## src/rtl/uart_tx_frame.sv

```systemverilog
// UART transmitter: one word per valid/ready handshake, configurable data bits,
// parity and stop bits, with a per-frame latched bit-period divisor.
module uart_tx_frame #(
   parameter int DATA_BITS = 8,
   parameter int PARITY    = 0,
   parameter int STOP_BITS = 1,
   parameter int DIV_W     = 16
) (
   input  logic                 clk,
   input  logic                 rst,
   input  logic [DIV_W-1:0]     baud_div,
   input  logic                 tx_valid,
   input  logic [DATA_BITS-1:0] tx_data,
   output logic                 tx_ready,
   output logic                 tx_busy,
   output logic                 tx
);

   localparam int BW = $clog2((DATA_BITS < 2) ? 2 : DATA_BITS) + 1;

   typedef enum logic [2:0] {
      S_IDLE,
      S_START,
      S_DATA,
      S_PARITY,
      S_STOP
   } state_t;

   state_t               state_q, state_d;
   logic [DATA_BITS-1:0] shift_q, shift_d;
   logic [DIV_W-1:0]     div_q, div_d;
   logic [DIV_W-1:0]     cnt_q, cnt_d;
   logic [BW-1:0]        bit_q, bit_d;
   logic                 par_q, par_d;
   logic                 tx_q, tx_d;
   logic                 ready_q, ready_d;
   logic                 busy_q, busy_d;

   logic                 accept;
   logic                 expire;
   logic [DIV_W-1:0]     div_in;

   assign accept = tx_valid && ready_q;
   assign expire = (cnt_q == '0);
   assign div_in = (baud_div == '0) ? DIV_W'(1) : baud_div;

   always_comb begin
      state_d = state_q;
      shift_d = shift_q;
      div_d   = div_q;
      cnt_d   = cnt_q;
      bit_d   = bit_q;
      par_d   = par_q;
      tx_d    = tx_q;

      if (!expire) begin
         cnt_d = cnt_q - DIV_W'(1);
      end else if (state_q != S_IDLE) begin
         cnt_d = div_q - DIV_W'(1);
      end

      case (state_q)
         S_START: begin
            if (expire) begin
               state_d = S_DATA;
               tx_d    = shift_q[0];
               shift_d = shift_q >> 1;
               bit_d   = '0;
            end
         end
         S_DATA: begin
            if (expire) begin
               if (bit_q == BW'(DATA_BITS - 1)) begin
                  bit_d = '0;
                  if (PARITY != 0) begin
                     state_d = S_PARITY;
                     tx_d    = par_q;
                  end else begin
                     state_d = S_STOP;
                     tx_d    = 1'b1;
                  end
               end else begin
                  bit_d   = bit_q + BW'(1);
                  tx_d    = shift_q[0];
                  shift_d = shift_q >> 1;
               end
            end
         end
         S_PARITY: begin
            if (expire) begin
               state_d = S_STOP;
               tx_d    = 1'b1;
               bit_d   = '0;
            end
         end
         S_STOP: begin
            if (expire) begin
               tx_d = 1'b1;
               if (bit_q == BW'(STOP_BITS - 1)) begin
                  state_d = S_IDLE;
                  bit_d   = '0;
                  cnt_d   = '0;
               end else begin
                  bit_d = bit_q + BW'(1);
               end
            end
         end
         default: begin
            tx_d = 1'b1;
         end
      endcase

      // An accept can only land in IDLE or the last stop cycle, so it overrides both.
      if (accept) begin
         state_d = S_START;
         tx_d    = 1'b0;
         shift_d = tx_data;
         div_d   = div_in;
         cnt_d   = div_in - DIV_W'(1);
         bit_d   = '0;
         par_d   = (PARITY == 1) ? ~^tx_data : ^tx_data;
      end

      busy_d  = (state_d != S_IDLE);
      ready_d = (state_d == S_IDLE) ||
                ((state_d == S_STOP) && (bit_d == BW'(STOP_BITS - 1)) && (cnt_d == '0));
   end

   always_ff @(posedge clk) begin
      if (rst) begin
         state_q <= S_IDLE;
         shift_q <= '0;
         div_q   <= '0;
         cnt_q   <= '0;
         bit_q   <= '0;
         par_q   <= 1'b0;
         tx_q    <= 1'b1;
         ready_q <= 1'b1;
         busy_q  <= 1'b0;
      end else begin
         state_q <= state_d;
         shift_q <= shift_d;
         div_q   <= div_d;
         cnt_q   <= cnt_d;
         bit_q   <= bit_d;
         par_q   <= par_d;
         tx_q    <= tx_d;
         ready_q <= ready_d;
         busy_q  <= busy_d;
      end
   end

   assign tx       = tx_q;
   assign tx_ready = ready_q;
   assign tx_busy  = busy_q;

endmodule

```

## config.mk

```make
export PLATFORM = sky130hd
export DESIGN_NAME = uart_tx_frame
export DESIGN_NICKNAME = d
export VERILOG_FILES = /design/src/rtl/uart_tx_frame.sv
export SDC_FILE = /design/constraint.sdc
export NUM_CORES = 1
export LEC_CHECK = 0
export ABC_AREA = 1
export CAP_MARGIN = 5
export CORE_MARGIN = 1
export CORE_UTILIZATION = 40
export DETAILED_ROUTE_END_ITERATION = 6
export GPL_ROUTABILITY_DRIVEN = 1
export PLACE_DENSITY_LB_ADDON = 0.12
export SLEW_MARGIN = 20
export SYNTH_ARGS = -nofsm -noshare
export SYNTH_HDL_FRONTEND = slang
export SYNTH_SLANG_ARGS = --single-unit
```

## constraint.sdc

```tcl
create_clock -name clk -period 2.5 [get_ports clk]
set_input_delay 0.5 -clock clk [delete_from_list [all_inputs] [get_ports clk]]
set_output_delay 0.5 -clock clk [all_outputs]
set_load 0.05 [all_outputs]
```

## Yosys cells after proc, flatten, opt, wreduce, memory -nomap -nowiden

Index checks and enable logic that the tools add are counted.

- Flip-flop bits (word level): 50
- Input port bits: 27
- Output and inout port bits: 3
- Word-level logic and storage cells: 72

- Add/subtract/negate cells: 4
- Equality and inequality tests: 10
- Muxes and demuxes: 33
- Reduce and logical (&&, ||, !) cells: 17

Operator list:

| operator | count |
|---|---|
| $mux W16 | 7 |
| $logic_not A16 Y1 | 3 |
| $sub A16 B1 Y16 const B | 3 |
| $mux W8 | 4 |
| $mux W4 | 6 |
| $mux W3 | 7 |
| $pmux W8 S2 | 1 |
| $pmux W3 S4 | 1 |
| $pmux W4 S3 | 1 |
| $ne A3 B3 Y1 const B | 3 |
| $reduce_bool A3 Y1 | 3 |
| $logic_not A4 Y1 | 2 |
| $eq A3 B2 Y1 const B | 2 |
| $eq A3 B3 Y1 const B | 2 |
| $mux W1 | 5 |
| $add A4 B1 Y4 const B | 1 |
| $eq A4 B3 Y1 const B | 1 |
| $reduce_and A4 Y1 | 1 |
| $reduce_or A2 Y1 | 2 |
| $eq A3 B1 Y1 const B | 1 |
| $logic_and A1 B1 Y1 | 3 |
| $logic_not A3 Y1 | 1 |
| $ne A3 B1 Y1 const B | 1 |
| $pmux W1 S3 | 1 |
| 2 further kinds | 2 |

## Longest topological paths before layout

- Word-level depth: 10
- Mapped depth: 18

## Worst setup path after synthesis

OpenSTA, ideal clock, no wires.

- Kind: input to register
- From: in baud_div[8]
- To: reg ready_q (netlist: tx_ready)
- Arrival time: 2.097 ns
- Required time: 2.441 ns
- Slack: 0.344 ns
- Stages on the path: 16
- Cells stage by stage: nor2_1 -> nand2_1 -> nor2_1 -> a21oi_2 -> ha_1 -> nand2_1 -> inv_1 -> o21ai_0 -> a21oi_1 -> a21oi_1 -> nand2_1 -> nor2_1 -> nand3_1 -> nor2_1 -> nand2_1 -> nand2_1

- Longest elaborated chain between the ends: 7

RTL lines:

| item | RTL line | RTL |
|---|---|---|
| start, declared | 11 | `input logic [DIV_W-1:0] baud_div,` |
| $logic_not A16 Y1 | 45 | `assign div_in = (baud_div == '0) ? DIV_W'(1) : baud_div;` |
| $mux W16 (*) | 45 |  |
| $sub A16 B1 Y16 (*) | 119 | `cnt_d = div_in - DIV_W'(1);` |
| $mux W16 (*) | 114 | `if (accept) begin` |
| $logic_not A16 Y1 (*) | 126 | `((state_d == S_STOP) && (bit_d == BW'(STOP_BITS - 1)) && (cnt_d == '0));` |
| $logic_and A1 B1 Y1 (*) | 126 |  |
| $logic_or A1 B1 Y1 (*) | 125 | `ready_d = (state_d == S_IDLE) \|\|` |
| end signal, assigned | 148 | `ready_q <= ready_d;` |
| end, declared | 36 | `logic ready_q, ready_d;` |

Mark *: on every way between the ends. The rest lies on a longest branch, timed or not.
A chain may end at the register's enable or synchronous reset.

## Worst setup path in the final report

- From: in baud_div[6]
- To: reg ready_q (netlist: tx_ready)

The elaborated chain is that of the path after synthesis.

==> flow_metrics.py <==
metrics = {
    "routing": {
        "viasPerCell": 5.28,
        "drt-pass1-iter-count": 7,
        "num_vias": 4170,
        "antenna_left": 0,
        "drtIter0Drc": 283,
        "post_drt_wl_per_cell_um": 14.5,
        "routed_wl_mm": 11.5,
        "drc": 1,
    },
    "pwr": {
        "pwr-share-clk_pct": 10.5,
        "p_sw_mw": 2.66,
        "leakage_nw": 2.19,
        "p_per_area_nw_per_um2": 1100,
        "p_comb_share_pct": 64.0,
        "intPower_mw": 2.46,
        "ir_drop_mv": 0.864,
        "p_sw_share_pct": 51.9,
        "p_seq_share_pct": 25.5,
    },
    "floorplanning": {
        "dieWidth_um": 98.4,
        "core_um2": 8850,
        "die_y_um": 98.4,
        "pin_count": 30,
        "dieArea_um2": 9690,
        "rows": 34,
        "initial_core_util_pct": 42.0,
    },
    "finish": {
        "utilization_pct": 52.4,
        "drive_gt1_share_pct": 16.7,
        "final_nets": 713,
        "diodes": 0,
        "fin_cells": 790,
        "final_cell_mix": "157 x nand2_1, 82 x nor2_1, 63 x inv_1",
        "final_common_cell": "nand2_1",
        "area_growth_pct": 24.7,
    },
    "synthesis": {
        "synthFlopType": "dfxtp_1",
        "synth_cell_type_count": 41,
        "synth-seq-cells": 50,
        "syn_nets": 639,
        "syn_avg_cell_area_um2": 6.13,
        "ys_warn_count": 0,
        "synthCells": 607,
        "synth_edf_count": 0,
        "netlist_area_um2": 3720,
        "async_flop_share_pct": 0,
        "yosysSeqAreaShare_pct": 26.9,
    },
    "critical_path": {
        "r2r_start": "state_q[2]$_SDFF_PP0_",
        "crit_type": "input pin to register",
        "reg2reg_to": "tx_ready$_SDFF_PP1_",
        "rrSetupSlack_ps": 250,
        "setup.worst_path.start_class": "input pin",
        "r2r.worst_path.cells": 12,
        "cp_slowest_cell": "clkdlybuf4s50_1",
        "cp_num_cells": 18,
        "critPathCapture": "tx_ready$_SDFF_PP1_",
        "path_buf_inv": 2,
        "cp-startpoint": "baud_div[6]",
        "crit_chain": "clkdlybuf4s50_1 -> nor2_2 -> nand2_2 -> nor2_4 -> a21oi_2 -> ha_2 -> nand2_2 -> o21ai_1 -> a21oi_2 -> nor2_1 -> nand2_1 -> inv_1 -> nand2_1 -> nor2_2 -> nand3_1 -> nor2_1 -> nand2_1 -> nand2_1",
        "cpMostUsedCell": "nand2_1",
        "endpoint_kind": "register",
        "cp_slowest_stage_delay_ps": 500,
        "crit_path_max_fanout": 4,
        "arrival_ps": 2620,
        "crit_required_ps": 2770,
        "cp_top_family": "simple AND/OR/NAND/NOR gates",
    },
    "place": {
        "portBuffers": 29,
        "post-place-ws_ps": -309,
        "place.gp.congestion": 0.902,
        "dpl.hpwl_mm": 9.03,
        "dpl.cell_count": 781,
    },
    "timing": {
        "min_period_ps": 2350,
        "report.final.setup_viol": 0,
        "maxSlewHeadroom_pct": 65.9,
        "skew_ps": 3.35,
        "hold_slack_ps": 466,
        "finalMaxSlewViolations": 0,
        "worst_slack_ps": 151,
        "worst_pin_slew_ps": 510,
        "hold_violations": 0,
        "fin_crit_sh_pct": 93.9,
        "max_freq_mhz": 426,
    },
    "clocking": {
        "cts.reportedPaths.clkPinSlew_ps": 100,
        "worstSkewPairLatency_ps": 320,
        "cts_tree": "yes",
        "htreeDepth": 2,
        "cts_buffers": 5,
        "cts_buffer_depth": 2,
        "cts_root_buf": "clkbuf_8",
        "clock_sinks": 50,
    },
    "global_routing": {
        "grt_max_degree": 29,
        "grt_overflow": 0,
        "antenna_found_initial": 0,
        "grt_pass1_vias": 3926,
        "grt_pass1_wl_mm": 19.0,
        "track_usage_pct": 24.8,
    },
    "worst_hold_path": {
        "hp-class": "register to register",
        "worstHoldStart": "shift_q[7]$_SDFFE_PP0P_",
    },
    "job": {
        "drv_cap": 0,
    },
    "status": {
        "violations": "DRC",
        "status": "finished with violations",
    },
}
state kept, by name, indices dropped and copies added (netlist names):
signal / count
tx: 1
tx_ready: 1
shift_q: 8
bit_q: 4
tx_busy: 1
state_q: 3
div_q: 16
cnt_q: 16
Yosys cell counts (2+ instances only):
library cell | instances | area share [%]
nor2_4 | 10 | 3.0
or2_2 | 2 | 0.34
clkbuf_1 | 9 | 0.91
nor2_1 | 90 | 9.1
nand3_2 | 3 | 0.81
a21oi_1 | 33 | 4.4
o2111ai_1 | 2 | 0.47
nand2_1 | 159 | 16
nand2_2 | 5 | 0.84
nand4_1 | 7 | 1.2
buf_2 | 3 | 0.40
a21oi_2 | 2 | 0.47
nor2_2 | 2 | 0.34
dfxtp_1 | 50 | 27
nor3_1 | 8 | 1.1
ha_1 | 5 | 1.7
a211oi_1 | 4 | 0.81
nand3_4 | 3 | 1.4
xor2_1 | 7 | 1.6
a31oi_1 | 8 | 1.3
and2_1 | 2 | 0.34
buf_4 | 2 | 0.40
o21ai_0 | 46 | 6.2
nand2_4 | 3 | 0.91
xnor2_1 | 2 | 0.47
inv_2 | 4 | 0.40
nand3_1 | 60 | 8.1
inv_1 | 63 | 6.4
cell type report:
class	count	area (um2)
multi-input cells	474	2430
flip-flops and latches	50	1000
inverters	68	258
well taps	108	135
repair buffers	82	713
clock buffers	6	82.6
clock inverters	2	17.5
fillers	941	4210
metal layers:
metal	GRT usage, %	part of all wire, %	routed length, um	up-vias
li1	-	-	-	2114
met1	33.6	46	5260	1906
met2	40.5	46	5210	131
met3	3.12	6.1	697	19
met4	9.07	2.4	278	0
met5	0	0	0	-
power by group through the flow:
stage	Combinational [mW]	Sequential, mW	Clock, mW
2_1_floorplan	2.26	1.34	0
3_3_place_gp	3.18	1.31	0
3_5_place_dp	3.22	1.31	0
4_1_cts	3.23	1.30	0.547
5_1_grt	3.65	1.34	0.581
6_report	3.28	1.30	0.539
through the flow:
stage	instance area [um2]	TNS, ps	power (mW)
after floorplan	3720	0	3.60
after global placement	4470	-244	4.50
after detailed placement	4470	-486	4.54
after CTS	4570	0	5.08
after global routing	4640	-19.9	5.57
final	4640	0	5.12
worst min path at each step:
stage                     slack (ps)  depth (start not counted)                 endpoint
after floorplan                  440                          2  shift_q[7]$_SDFFE_PP0P_
after global placement           450                          2  shift_q[7]$_SDFFE_PP0P_
after detailed placement         460                          2  shift_q[7]$_SDFFE_PP0P_
after CTS                        470                          2  shift_q[7]$_SDFFE_PP0P_
after global routing             500                          2  shift_q[7]$_SDFFE_PP0P_
final                            470                          2  shift_q[7]$_SDFFE_PP0P_
logic make-up (layout without fill, tap and decap cells):
group	Yosys count	after routing	synth area share [%]
fa+ha+maj	5	5	1.68
xor+xnor	9	9	2.12
simple gates	358	358	45.2
flops	50	50	26.9
compound gates	102	102	15.1
buf+inv	83	158	8.95
timing repair:
item | CTS | global route
endpoints found under the hold margin | 0 | 0
endpoints found under the setup margin | 0 | 1
buffers inserted | 0 | 1
hold buffers | 0 | 0
resized for setup | 0 | 22
worst min-delay path: cells and delay by family, from the launching register on:
| kind | cells | cell delay (ps) |
|---|---|---|
| DFF | 1 | 320 |
| and+or+nand+nor | 1 | 60 |
| AOI/OAI and AO/OA | 1 | 50 |
No activity file was read; power rests on OpenSTA's default activity.
